--- src/rtl/counter_sequencer_pkg.sv ---
// Shared types and helpers for the counter sequencer: FSM state encoding,
// counter width, default timing parameters and endpoint selection.
package counter_sequencer_pkg;

  typedef enum logic [1:0] {
    ST_IDLE = 2'd0,
    ST_LOAD = 2'd1,
    ST_RUN  = 2'd2,
    ST_HOLD = 2'd3
  } state_t;

  localparam int CNT_W        = 4;
  localparam int DEF_PRESCALE = 4;
  localparam int DEF_N_PASSES = 3;

  // The endpoint being approached: Hi while counting up, Lo while counting down.
  function automatic logic [CNT_W-1:0] endpoint_of(input logic             up,
                                                   input logic [CNT_W-1:0] lo,
                                                   input logic [CNT_W-1:0] hi);
    return up ? hi : lo;
  endfunction

endpackage

--- src/rtl/counter_sequencer_edge_detect.sv ---
// One-bit rising-edge pulser. The armed flag suppresses a false edge on the
// first cycle after reset when the input is already high.
module edge_detect (
  input  logic i_clk,
  input  logic i_reset,
  input  logic i_level,
  output logic o_rise
);

  logic r_prev;
  logic r_armed;

  // Input history and post-reset arming flag.
  always_ff @(posedge i_clk) begin
    if (i_reset) begin
      r_prev  <= 1'b0;
      r_armed <= 1'b0;
    end else begin
      r_prev  <= i_level;
      r_armed <= 1'b1;
    end
  end

  assign o_rise = i_level & ~r_prev & r_armed;

endmodule

--- src/rtl/counter_sequencer.sv ---
// Sequencer driving a 4-bit loadable up/down counter through a [Lo,Hi] window
// at a prescaled tick rate, with wrap/bounce modes, pause/resume and a pass limit.
module counter_sequencer
  import counter_sequencer_pkg::*;
#(
  parameter int PRESCALE = DEF_PRESCALE,
  parameter int N_PASSES = DEF_N_PASSES
) (
  input  logic             i_clk,
  input  logic             i_reset,
  input  logic             i_start,
  input  logic             i_stop,
  input  logic             i_bounce,
  input  logic             i_dir_init,
  input  logic [CNT_W-1:0] i_lo_limit,
  input  logic [CNT_W-1:0] i_hi_limit,
  input  logic [CNT_W-1:0] i_count_val,
  output logic             o_load,
  output logic [CNT_W-1:0] o_count_in,
  output logic             o_count_en,
  output logic             o_up,
  output logic             o_busy,
  output logic             o_done,
  output logic             o_cfg_err
);

  localparam int PS_W = $clog2(PRESCALE);
  localparam int PC_W = $clog2(N_PASSES + 1);
  localparam logic [PS_W-1:0] PS_LAST = PS_W'(PRESCALE - 1);
  localparam logic [PC_W-1:0] PC_LAST = PC_W'(N_PASSES);

  logic w_start_rise;
  logic w_stop_rise;

  state_t           r_state,    w_state_next;
  logic [PS_W-1:0]  r_presc,    w_presc_next;
  logic [PC_W-1:0]  r_pass,     w_pass_next;
  logic [PC_W-1:0]  w_pass_inc;
  logic [CNT_W-1:0] r_lo,       w_lo_next;
  logic [CNT_W-1:0] r_hi,       w_hi_next;
  logic             r_dir,      w_dir_next;
  logic             r_load,     w_load_next;
  logic [CNT_W-1:0] r_count_in, w_count_in_next;
  logic             r_count_en, w_count_en_next;
  logic             r_up,       w_up_next;
  logic             r_busy,     w_busy_next;
  logic             r_done,     w_done_next;
  logic             r_cfg_err,  w_cfg_err_next;

  edge_detect u_start_edge (
    .i_clk   (i_clk),
    .i_reset (i_reset),
    .i_level (i_start),
    .o_rise  (w_start_rise)
  );

  edge_detect u_stop_edge (
    .i_clk   (i_clk),
    .i_reset (i_reset),
    .i_level (i_stop),
    .o_rise  (w_stop_rise)
  );

  // State, counters, latched config and registered outputs.
  always_ff @(posedge i_clk) begin
    if (i_reset) begin
      r_state    <= ST_IDLE;
      r_presc    <= '0;
      r_pass     <= '0;
      r_lo       <= '0;
      r_hi       <= '0;
      r_dir      <= 1'b0;
      r_load     <= 1'b0;
      r_count_in <= '0;
      r_count_en <= 1'b0;
      r_up       <= 1'b0;
      r_busy     <= 1'b0;
      r_done     <= 1'b0;
      r_cfg_err  <= 1'b0;
    end else begin
      r_state    <= w_state_next;
      r_presc    <= w_presc_next;
      r_pass     <= w_pass_next;
      r_lo       <= w_lo_next;
      r_hi       <= w_hi_next;
      r_dir      <= w_dir_next;
      r_load     <= w_load_next;
      r_count_in <= w_count_in_next;
      r_count_en <= w_count_en_next;
      r_up       <= w_up_next;
      r_busy     <= w_busy_next;
      r_done     <= w_done_next;
      r_cfg_err  <= w_cfg_err_next;
    end
  end

  assign w_pass_inc = r_pass + PC_W'(1);

  // Next-state and next-output decode; strobes default low every cycle.
  always_comb begin
    w_state_next    = r_state;
    w_presc_next    = r_presc;
    w_pass_next     = r_pass;
    w_lo_next       = r_lo;
    w_hi_next       = r_hi;
    w_dir_next      = r_dir;
    w_load_next     = 1'b0;
    w_count_in_next = r_count_in;
    w_count_en_next = 1'b0;
    w_up_next       = r_up;
    w_done_next     = 1'b0;
    w_cfg_err_next  = r_cfg_err;

    case (r_state)
      ST_IDLE: begin
        if (w_start_rise && !w_stop_rise) begin
          w_lo_next  = i_lo_limit;
          w_hi_next  = i_hi_limit;
          w_dir_next = i_dir_init;
          if (i_lo_limit > i_hi_limit) begin
            w_cfg_err_next = 1'b1;
          end else begin
            w_cfg_err_next  = 1'b0;
            w_state_next    = ST_LOAD;
            w_load_next     = 1'b1;
            w_count_in_next = i_dir_init ? i_lo_limit : i_hi_limit;
            w_up_next       = i_dir_init;
            w_pass_next     = '0;
          end
        end else begin
          w_state_next = ST_IDLE;
        end
      end
      ST_LOAD: begin
        w_state_next = ST_RUN;
        w_presc_next = '0;
      end
      ST_RUN: begin
        if (w_stop_rise) begin
          w_state_next = ST_HOLD;
        end else if (r_presc == PS_LAST) begin
          w_presc_next = '0;
          if (i_count_val != endpoint_of(r_up, r_lo, r_hi)) begin
            w_count_en_next = 1'b1;
          end else begin
            w_pass_next = w_pass_inc;
            if (i_bounce) begin
              w_up_next = ~r_up;
            end else begin
              w_load_next     = 1'b1;
              w_count_in_next = r_dir ? r_lo : r_hi;
            end
            // The final endpoint event still issues its reload/reversal.
            if (w_pass_inc == PC_LAST) begin
              w_state_next = ST_IDLE;
              w_done_next  = 1'b1;
              w_pass_next  = '0;
            end else begin
              w_state_next = ST_RUN;
            end
          end
        end else begin
          w_presc_next = r_presc + PS_W'(1);
        end
      end
      ST_HOLD: begin
        if (w_stop_rise) begin
          w_state_next = ST_IDLE;
          w_pass_next  = '0;
        end else if (w_start_rise) begin
          w_state_next = ST_RUN;
        end else begin
          w_state_next = ST_HOLD;
        end
      end
      default: begin
        w_state_next = ST_IDLE;
      end
    endcase

    w_busy_next = (w_state_next != ST_IDLE);
  end

  assign o_load     = r_load;
  assign o_count_in = r_count_in;
  assign o_count_en = r_count_en;
  assign o_up       = r_up;
  assign o_busy     = r_busy;
  assign o_done     = r_done;
  assign o_cfg_err  = r_cfg_err;

endmodule

--- config.mk ---
export PLATFORM = sky130hd
export DESIGN_NAME = counter_sequencer
export DESIGN_NICKNAME = d
export VERILOG_FILES = /design/src/rtl/counter_sequencer_pkg.sv /design/src/rtl/counter_sequencer_edge_detect.sv /design/src/rtl/counter_sequencer.sv
export SDC_FILE = /design/constraint.sdc
export NUM_CORES = 1
export LEC_CHECK = 0
export CAP_MARGIN = 20
export CORE_ASPECT_RATIO = 1.2
export CORE_MARGIN = 2
export CORE_UTILIZATION = 47
export CTS_CLUSTER_DIAMETER = 200
export DETAILED_ROUTE_END_ITERATION = 8
export PLACE_DENSITY = 0.75
export SKIP_LAST_GASP = 1
export SYNTH_ARGS = -nofsm -noshare
export SYNTH_HDL_FRONTEND = slang
export SYNTH_HIERARCHICAL = 1
export SYNTH_SLANG_ARGS = --single-unit
--- constraint.sdc ---
create_clock -name i_clk -period 1.9 [get_ports i_clk]
set_input_delay 0.285 -clock i_clk [delete_from_list [all_inputs] [get_ports i_clk]]
set_output_delay 0.285 -clock i_clk [all_outputs]
set_load 0.01 [all_outputs]
# Word-level counts from Yosys, hierarchy flattened
# Cells that the tools add are included.
[word_totals] regBits=28 inputBits=18 out_inout_bits=10 word_cells=104
[op_classes] add_sub_neg=2 n_lt_le_gt_ge=1 eq_ne=14 n_mux=48 bitwise_logic=9 n_reduce_logical=14
[ops] cell="4-bit 2-to-1 mux" n=9
[ops] cell="2-bit 2-to-1 mux" n=16
[ops] cell="7-bit AND reduction" n=3
[ops] cell="1-bit 2-to-1 mux" n=17
[ops] cell="2-bit != test (second input constant)" n=8
[ops] cell="2-bit equality test (second input constant)" n=4
[ops] cell="2-bit case mux with 4 select lines" n=1
[ops] cell="4-bit case mux with 2 select lines" n=1
[ops] cell="2-bit case mux with 3 select lines" n=1
[ops] cell="2-bit nonzero test" n=3
[ops] cell="1-bit inverter" n=5
[ops] cell="5-bit OR reduction" n=1
[ops] cell="2-bit by 1-bit adder with 2-bit output (second input constant)" n=2
[ops] cell="1-bit AND" n=4
[ops] cell="4-bit greater-than comparator" n=1
[ops] cell="4-bit != test" n=1
[ops] cell="1-bit case mux with 2 select lines" n=2
[ops] cell="2-bit case mux with 2 select lines" n=1
[ops] cell="2-bit AND reduction" n=2
[ops] cell="4-bit OR reduction" n=1
[ops] cell="3-bit nonzero test" n=1
[ops] cell="2-bit by 1-bit equality test with 1-bit output (second input constant)" n=1
[ops] cell="2-bit logical NOT" n=1
[ops] cell="1-bit logical AND" n=1
[ops] cell="1-bit logical NOT" n=1

# Longest topological paths before layout
[logic_depth] word_depth=8 mapped_depth=7 ltp_nobuf=7

# Cells and area by module
# The synthesis kept the hierarchy.
[by_module_without_submodules] mod="counter_sequencer" n_inst=1 cells_per_inst=166 area_per_inst_um2=1450.1 seq_area_each_um2=500.5
[by_module_without_submodules] mod="edge_detect" n_inst=2 cells_per_inst=5 area_per_inst_um2=58.8 seq_area_each_um2=40.0

# Worst setup path before layout
# Ideal clock, no wire load.
[synth_path] path_type="flip-flop to flip-flop" from="register r_up (netlist: o_up)" to="register r_busy (netlist: o_busy)" setup_ps=114 t_arrival_ps=1802 t_required_ps=1786 slack_ps=-16 path_stages_with_launch=7 n_path_buf=1 synth_period_minus_slack_ps=1916 cell_sequence="dfxtp_1 buf_6 mux2i_1 mux2i_1 nand4_1 or4_1 a21o_1"
[synth_via] elab_chain_len=7
[synth_rtl] item="start, declared" line_no="counter_sequencer.sv:45" source="logic r_up, w_up_next;"
[synth_rtl] item="start signal, assigned" line_no="counter_sequencer.sv:90" source="r_up <= w_up_next;"
[synth_rtl] item="4-bit 2-to-1 mux" line_no="counter_sequencer_pkg.sv:20" source="return up ? hi : lo;"
[synth_rtl] item="4-bit != test" line_no="counter_sequencer.sv:143" source="if (i_count_val != endpoint_of(r_up, r_lo, r_hi)) begin"
[synth_rtl] item="2-bit 2-to-1 mux" line_no="counter_sequencer.sv:143"
[synth_rtl] item="2-bit 2-to-1 mux" line_no="counter_sequencer.sv:141" source="end else if (r_presc == PS_LAST) begin"
[synth_rtl] item="2-bit 2-to-1 mux" line_no="counter_sequencer.sv:139" source="if (w_stop_rise) begin"
[synth_rtl] item="2-bit case mux with 4 select lines" line_no="counter_sequencer.sv:114" source="case (r_state)"
[synth_rtl] item="2-bit nonzero test" line_no="counter_sequencer.sv:181" source="w_busy_next = (w_state_next != ST_IDLE);"
[synth_rtl] item="end signal, assigned" line_no="counter_sequencer.sv:91" source="r_busy <= w_busy_next;"
[synth_rtl] item="end, declared" line_no="counter_sequencer.sv:46" source="logic r_busy, w_busy_next;"
# Every way passes these cells.
# A chain may end at the register's enable or synchronous reset.

# Worst setup path after layout
# Same ends and word-level chain as after synthesis.

==> impl_results.html <==
<table>
<tr><th>Metric</th><th>Value</th></tr>
<tr><th colspan="2">GRT</th></tr>
<tr><td>Wire length of the first global-routing pass</td><td>roughly 6400 um</td></tr>
<tr><td>Vias in the first global route</td><td>between 1000 and 1500</td></tr>
<tr><td>Leftover overflow at the end of global routing</td><td>0</td></tr>
<tr><td>Number of antenna violations at the first check in global routing</td><td>0</td></tr>
<tr><td>Pin count of the biggest net entering global routing</td><td>21</td></tr>
<tr><td>Global-route total usage across every layer</td><td>0.2178</td></tr>
<tr><th colspan="2">Critical path</th></tr>
<tr><td>Data arrival at the endpoint of the critical path</td><td>2.14 ns</td></tr>
<tr><td>Kind of critical path</td><td>reg -&gt; reg</td></tr>
<tr><td>Depth of the worst register-to-register path</td><td>6</td></tr>
<tr><td>Capture instance of the worst register-to-register path</td><td>o_busy</td></tr>
<tr><td>Chain of cells forming the critical path</td><td>buf_6, mux2i_4, mux2i_2, nand4_1, or4_4, a21o_1</td></tr>
<tr><td>Worst R2R Start</td><td>o_up</td></tr>
<tr><td>FF-to-FF setup slack</td><td>approximately 0.0083 ns</td></tr>
<tr><td>Capturing element type of the critical path</td><td>flip-flop</td></tr>
<tr><td>Highest fanout seen on the critical path</td><td>4</td></tr>
<tr><td>Startpoint kind of the worst setup timing path</td><td>flip-flop</td></tr>
<tr><td>Stage delay of the slowest cell on the critical path</td><td>approximately 0.45 ns</td></tr>
<tr><td>Slowest cell on the critical path</td><td>sky130_fd_sc_hd__or4_4</td></tr>
<tr><td>Critical path required time</td><td>2.15 ns</td></tr>
<tr><th colspan="2">Placed design</th></tr>
<tr><td>Placement Cell Area</td><td>1996 um2</td></tr>
<tr><td>Number of buffers inserted by port buffering</td><td>27</td></tr>
<tr><td>Final estimated routing congestion in global placement</td><td>0.8067</td></tr>
<tr><td>Post-place setup slack</td><td>-0.4459 ns</td></tr>
<tr><td>Hpwl dp</td><td>2816 um</td></tr>
<tr><th colspan="2">Yosys</th></tr>
<tr><td>Mean Syn Cell Area</td><td>8.908 um2</td></tr>
<tr><td>Synth area leader</td><td>sky130_fd_sc_hd__dfxtp_1</td></tr>
<tr><td>Number of enable-type register cells in the synthesized netlist</td><td>0</td></tr>
<tr><td>Most used DFF post-synth</td><td>sky130_fd_sc_hd__dfxtp_1</td></tr>
<tr><td>Post-synth ARST share</td><td>0</td></tr>
<tr><td>Most common cell in the synthesized netlist</td><td>sky130_fd_sc_hd__dfxtp_1</td></tr>
<tr><td>Area fraction of the dominant cell type after synthesis</td><td>0.3703</td></tr>
<tr><td>Mapped cell area</td><td>1568 um2</td></tr>
<tr><td>Commonest cells post-synth</td><td>sky130_fd_sc_hd__dfxtp_1 (29), sky130_fd_sc_hd__nand2_1 (24), sky130_fd_sc_hd__a21oi_1 (15), sky130_fd_sc_hd__mux2i_1 (13), sky130_fd_sc_hd__inv_1 (10)</td></tr>
<tr><td>Post-synthesis sequential area ratio</td><td>0.3703</td></tr>
<tr><td>Syn_nets</td><td>a little under 200</td></tr>
<tr><td>Count of unique library cells instantiated by Yosys</td><td>44</td></tr>
<tr><td>Post-synthesis instance total</td><td>176</td></tr>
<tr><td>Main area contributors after synthesis</td><td>sky130_fd_sc_hd__dfxtp_1 (37%), sky130_fd_sc_hd__mux2i_1 (8.3%), sky130_fd_sc_hd__nand2_1 (5.7%)</td></tr>
<tr><td>Number of synthesized register bits</td><td>29</td></tr>
<tr><td>Number of warning messages in the yosys log</td><td>6</td></tr>
<tr><th colspan="2">CTS</th></tr>
<tr><td>Clock input transition at the sequential cells of the worst setup and hold paths</td><td>roughly 0.1 ns</td></tr>
<tr><td># clock sinks</td><td>29</td></tr>
<tr><td>H-tree level count</td><td>2</td></tr>
<tr><td>Number of hold buffers added after CTS</td><td>0</td></tr>
<tr><td>Buffer levels on the longest clock path</td><td>2</td></tr>
<tr><td>Number of clock buffers inserted by TritonCTS</td><td>5</td></tr>
<tr><td>Clock insertion delay at the later pin of the skew report</td><td>0.34 ns</td></tr>
<tr><td>Root buf cell</td><td>sky130_fd_sc_hd__clkbuf_4</td></tr>
<tr><td>CTS tree</td><td>yes</td></tr>
<tr><th colspan="2">Worst hold path</th></tr>
<tr><td>Worst Hold Path Cells</td><td>2</td></tr>
<tr><td>Worst min-delay path startpoint</td><td>i_stop</td></tr>
<tr><td>Type of the most critical hold path</td><td>in -&gt; reg</td></tr>
<tr><td>Endpoint with the worst hold slack</td><td>u_stop_edge/r_prev</td></tr>
<tr><th colspan="2">Layout</th></tr>
<tr><td>Fraction of layout instances using a drive strength above 1</td><td>0.2271</td></tr>
<tr><td>Number of filler instances in the final layout</td><td>268</td></tr>
<tr><td>Synthesis-to-layout area growth</td><td>35.83%</td></tr>
<tr><td>Diode insertion count for antenna repair</td><td>0</td></tr>
<tr><td>Area of the multi-input gates</td><td>between 900 and 1000 um2</td></tr>
<tr><td>Register area</td><td>581.8 um2</td></tr>
<tr><td>Number of nets in the layout</td><td>251</td></tr>
<tr><td>Final design area excluding fillers</td><td>roughly 2100 um2</td></tr>
<tr><th colspan="2">Detailed routing</th></tr>
<tr><td>Detailed Route Iter0 Violations</td><td>54</td></tr>
<tr><td>Detailed-router iteration count before antenna repair</td><td>4</td></tr>
<tr><td>Average vias per placed instance</td><td>5.600</td></tr>
<tr><td>DRC violation count after routing</td><td>0</td></tr>
<tr><td>Total via count after detailed routing</td><td>approximately 1500</td></tr>
<tr><td>Final ANT Viol Nets</td><td>0</td></tr>
<tr><td>WL final</td><td>3755 um</td></tr>
<tr><td>Routed WL per cell</td><td>14.17 um</td></tr>
<tr><th colspan="2">STA</th></tr>
<tr><td>Pins Over Slew Limit</td><td>0</td></tr>
<tr><td>Max transition margin</td><td>0.7207</td></tr>
<tr><td>Slew at the pin with the worst max-slew slack</td><td>around 0.42 ns</td></tr>
<tr><td>Fin. Hold Viols</td><td>0</td></tr>
<tr><td>Setup repair after global routing missed its margin</td><td>yes</td></tr>
<tr><td>Worst Hold Margin</td><td>roughly 0.23 ns</td></tr>
<tr><td>Crit path time final</td><td>1.892 ns</td></tr>
<tr><td>Worst Skew</td><td>0.006338 ns</td></tr>
<tr><td>Worst path setup slack after routing</td><td>0.008300 ns</td></tr>
<tr><td>Post-route clock period utilization</td><td>0.9956</td></tr>
<tr><td>Setup violations, final</td><td>0</td></tr>
<tr><td>Timing-limited maximum frequency</td><td>528.6 MHz</td></tr>
<tr><th colspan="2">Floorplanning</th></tr>
<tr><td>Die footprint</td><td>around 3800 um2</td></tr>
<tr><td>Number of I/O pins</td><td>28</td></tr>
<tr><td>Std cell rows</td><td>22</td></tr>
<tr><td>Area of the core</td><td>3110 um2</td></tr>
<tr><td>Die extent in x</td><td>56.72 um</td></tr>
<tr><td>Chip Height</td><td>67.27 um</td></tr>
<tr><td>Initial cell density of the core</td><td>0.5040</td></tr>
<tr><th colspan="2">Status</th></tr>
<tr><td>Result of the run</td><td>complete, no violations</td></tr>
<tr><th colspan="2">Pwr</th></tr>
<tr><td>Leakage power figure</td><td>0.8754 nW</td></tr>
<tr><td>Power Dens Cells</td><td>620.9 nW/um2</td></tr>
<tr><td>Worst ir drop on vdd</td><td>between 0.0005 and 0.0006 V</td></tr>
<tr><th colspan="2">Flow run</th></tr>
<tr><td>Max-cap violations</td><td>0</td></tr>
</table>
## placed cells by master, fill, tap and decap left out, drive strengths merged, types with 2 or more instances in the layout
| master | instances |
|---|---|
| a211oi | 4 |
| or3 | 2 |
| clkbuf | 5 |
| and2 | 2 |
| ha | 5 |
| nand4 | 2 |
| dfxtp | 29 |
| nand2b | 7 |
| or2 | 3 |
| xor2 | 4 |
| buf | 28 |
| mux2i | 13 |
| clkinv | 2 |
| a211o | 4 |
| nor3 | 2 |
| o41ai | 2 |
| a31oi | 4 |
| nand2 | 24 |
| inv | 11 |
| o2111ai | 2 |
| nor2 | 5 |
| clkdlybuf4s50 | 25 |
| and3b | 2 |
| nor2b | 6 |
| or4 | 2 |
| a21oi | 15 |
## layer usage
metal / track usage / vias up / part of all wire / routed length (um)
li1: - / 729 / - / -
met1: 0.2447 / 700 / 0.41 / 1529
met2: 0.3895 / 48 / 0.51 / 1930
met3: 0.05556 / 7 / 0.055 / 207
met4: 0.09524 / 0 / 0.023 / 88
met5: 0 / - / 0 / 0
## through the flow
stage	cells	power, mW	utilization	TNS, ns
after floorplan	176	0.8083	-	0
after global placement	251	0.9267	0.6416	-5.140
after detailed placement	251	0.9345	0.6416	-6.252
after CTS	262	1.316	0.6726	-0.01263
after global routing	265	1.380	0.6846	-0.2340
final	265	1.322	0.6846	0
## cell families after synthesis
family	count (synthesis)	share of synthesized area
mux	14	0.09018
flops	29	0.3703
buf+inv	21	0.06225
simple gates	62	0.2243
fa+ha+maj	5	0.03990
xor+xnor	4	0.02234
compound gates	41	0.1908
## final cells by class
cell class,instances,share of cell area
inverters,11,0.01939
flip-flops and latches,29,0.2732
clock inverters,3,0.008226
multi-input cells,126,0.4307
well taps,36,0.02115
clock buffers,5,0.01763
repair buffers,55,0.2297
## worst max path at each step
stage	startpoint	end	slack, ns	cells after the start
finish	o_up	o_busy	0.008	6
global route	o_up	r_state[1]	-0.08	6
CTS	o_up	o_busy	-0.01	6
detailed placement	i_start	o_up	-0.45	7
global placement	i_start	o_count_in[0]	-0.37	7
floorplan	o_up	o_busy	0.009	6
## flip-flops by register name, summed over array words and instances (netlist names), 2 cells and up
signal,count
o_count_in,4
r_hi,4
r_lo,4
r_pass,2
r_presc,2
r_state,2
## what timing repair did
action / 4_1_cts / 5_1_grt
endpoints found under the setup margin: 10 / 11
buffers inserted: 3 / 3
gates resized for setup: 5 / 6
pin swaps: 6 / 2
## worst max-delay path, delay by kind of cell (launching register included)
kind	cells	cell delay [ns]
compound gates	1	0.18
buf+inv	1	0.12
simple gates	2	0.63
flops	1	0.35
mux	2	0.52
## report_power, final
group	internal (mW)	switching (mW)	total, mW	leakage [nW]
Sequential	0.634	0.0188	0.653	0.237
Clock	0.139	0.242	0.381	0.0310
Combinational	0.159	0.129	0.288	0.608
Note: power is estimated with default switching activity, not from simulation.
==> RTL change (same flow settings) <==
Remove the register `r_busy`: a continuous assignment takes its place, so the output `o_busy` follows one clock earlier.
--- a/src/rtl/counter_sequencer.sv
+++ b/src/rtl/counter_sequencer.sv
@@ -74,7 +74,6 @@
       r_count_in <= '0;
       r_count_en <= 1'b0;
       r_up       <= 1'b0;
-      r_busy     <= 1'b0;
       r_done     <= 1'b0;
       r_cfg_err  <= 1'b0;
     end else begin
@@ -88,11 +87,12 @@
       r_count_in <= w_count_in_next;
       r_count_en <= w_count_en_next;
       r_up       <= w_up_next;
-      r_busy     <= w_busy_next;
       r_done     <= w_done_next;
       r_cfg_err  <= w_cfg_err_next;
     end
   end
+
+  assign r_busy = w_busy_next;
 
   assign w_pass_inc = r_pass + PC_W'(1);
 
Formal check against the unedited RTL: not equivalent (a bounded check fails within 4 cycles, from zero or initial values and one cycle with i_reset high).
==> RTL change against the unedited design <==
- the run now ends with setup timing left
- total power down 4.4%
- design area increased by 7.8%
- area after synthesis is 0.80% lower
- first-iteration DRC count up 46%
- global-route usage rose by 2.2 points
- via count is 8.2% higher
- critical path depth unchanged
- count of clock-buffer cells in the layout is 1 lower
- fmax decreased by 13%
- final cell count is 8.7% higher
- register-to-register slack worse by 0.24 ns
- routed wire length grew 14%
- worst setup slack got worse by 0.28 ns
- sequential cell count fell by 1
- critical path type is now reg -> out
- largest power group unchanged
==> RTL change: results (changes against the unedited design) <==
- Outcome: finished with violations (was finished clean)
- Failing checks: setup timing
- WL met1: 1.72 mm (was 1.53 mm)
- Layout cells sized above 1: 26.6% (was 22.7%)
- Placer Congestion: 0.911 (was 0.807)
- Routed length on met3: 188 µm (was 207 µm)
- Syn Area/Cell: 8.27 µm² (was 8.91 µm²)
- Setup Buffers After CTS: 2 (was 3)
- Worst path slowest cell: dfxtp_4 (was or4_4)
- Peak supply drop: 0.000627 V (was 0.000584 V)
- Critical path arrival: 1.88 ns (was 2.14 ns)
- Met2 routed WL: 2.25 mm (was 1.93 mm)
- Setup TNS: -1.22 ns (was 0 ns)
- H-tree depth: 1 (was 2)
- Met2 GRT Util: 45.8% (was 39.0%)
- Mapped Nets: 211 (was 199)
- First-pass DRT Iterations: 4 (unchanged)
- Reg2reg path depth: 8 (was 6)
- Hold depth: 4 (was 2)
- Slew headroom: 60.6% (was 72.1%)
- Synth top area cells: dfxtp_1, a21oi_1, nand2_1 (was dfxtp_1, mux2i_1, nand2_1)
- Post-DR wirelength/cell: 14.9 µm (was 14.2 µm)
- Worst Path Max Fanout: 5 (was 4)
- R2R Setup Slk: -0.23 ns (was 0.008 ns)
- P_leak: 0.900 nW (was 0.875 nW)
- Setup CP Type: reg -> out (was reg -> reg)
- Met1 Use GR: 25.0% (was 24.5%)
- Hold Startpoint: i_hi_limit[2] (was i_stop)
- Hold_ws: 0.357 ns (was 0.234 ns)
- Area post-placement: 0.00214 mm² (was 0.00200 mm²)
- CTS resizes: 14 (was 5)
- Top cells by count, synth: dfxtp_1, a21oi_1, nand2_1 (was dfxtp_1, nand2_1, a21oi_1)
- Global Route Usage Sum: 23.9% (was 21.8%)
- Met3 GRT Util: 2.14% (was 5.56%)
- Final setup violation count: 8 (was 0)
- Post-route insts no fill: 288 (was 265)
- Vias per Instance: 5.58 (was 5.60)
- Min setup slack post-route: -0.268 ns (was 0.00830 ns)
- Final Net Count: 276 (was 251)
- Number of buffers created by CTS: 3 (was 5)
- Worst R2R End: r_state[1]$_SDFF_PP0_ (was o_busy$_SDFF_PP0_)
- Vias in the first global route: 1638 (was 1418)
- Pre-CTS setup slack: -0.832 ns (was -0.446 ns)
- Clock transition at path regs: 0.15 ns (was 0.10 ns)
- Critical path's top delay family: flip-flops (was simple AND/OR/NAND/NOR gates)
- WHS Endpoint: r_hi[2]$_SDFFE_PP0P_ (was u_stop_edge/r_prev$_SDFF_PP0_)
- Setup crit end: o_busy (was o_busy$_SDFF_PP0_)
- Yosys cell types: 42 (was 44)
- HPWL after DPL: 3.06 mm (was 2.82 mm)
- Pin count of the biggest net entering global routing: 17 (was 21)
- Clk_skew: 0.00219 ns (was 0.00634 ns)
- Register area share after synthesis: 36.0% (was 37.0%)
- DRT iter0 DRCs: 79 (was 54)
- First-pass GRT wire length: 7.04 mm (was 6.38 mm)
==> RTL change: changes by cell type after synthesis, moves of 4 or more <==
cell	delta
o21ai_1	+4
mux2i_1	-6
nor2_1	+5
xor2_1	-4
nand3_1	+5
a211o_1	-4
a21oi_1	+12
==> RTL change: cell type report <==
cell class,count,area [µm²]
Multi-Input combinational cell,141,1020
Fill cell,230,816
Timing Repair Buffer,70,594
Sequential cell,28,564
Tap cell,36,45.0
Clock buffer,4,36.3
Inverter,9,33.8
==> RTL change: power by group <==
group / leakage, nW / switching (mW) / total (mW) / internal [mW]
sequential: 0.229 / 0.0211 / 0.632 / 0.611
combinational: 0.650 / 0.151 / 0.334 / 0.183
clock: 0.0210 / 0.180 / 0.298 / 0.118
==> RTL change: cells by family (layout without fill, tap and decap cells) <==
family,count (synthesis),in the layout,share of synthesized area (%)
simple gates,72,72,25.5
compound gates,51,51,19.9
flops,28,28,36.0
buf+inv,19,83,5.07
mux,9,9,6.28
fa+ha+maj,5,5,4.02
xor+xnor,4,4,3.22
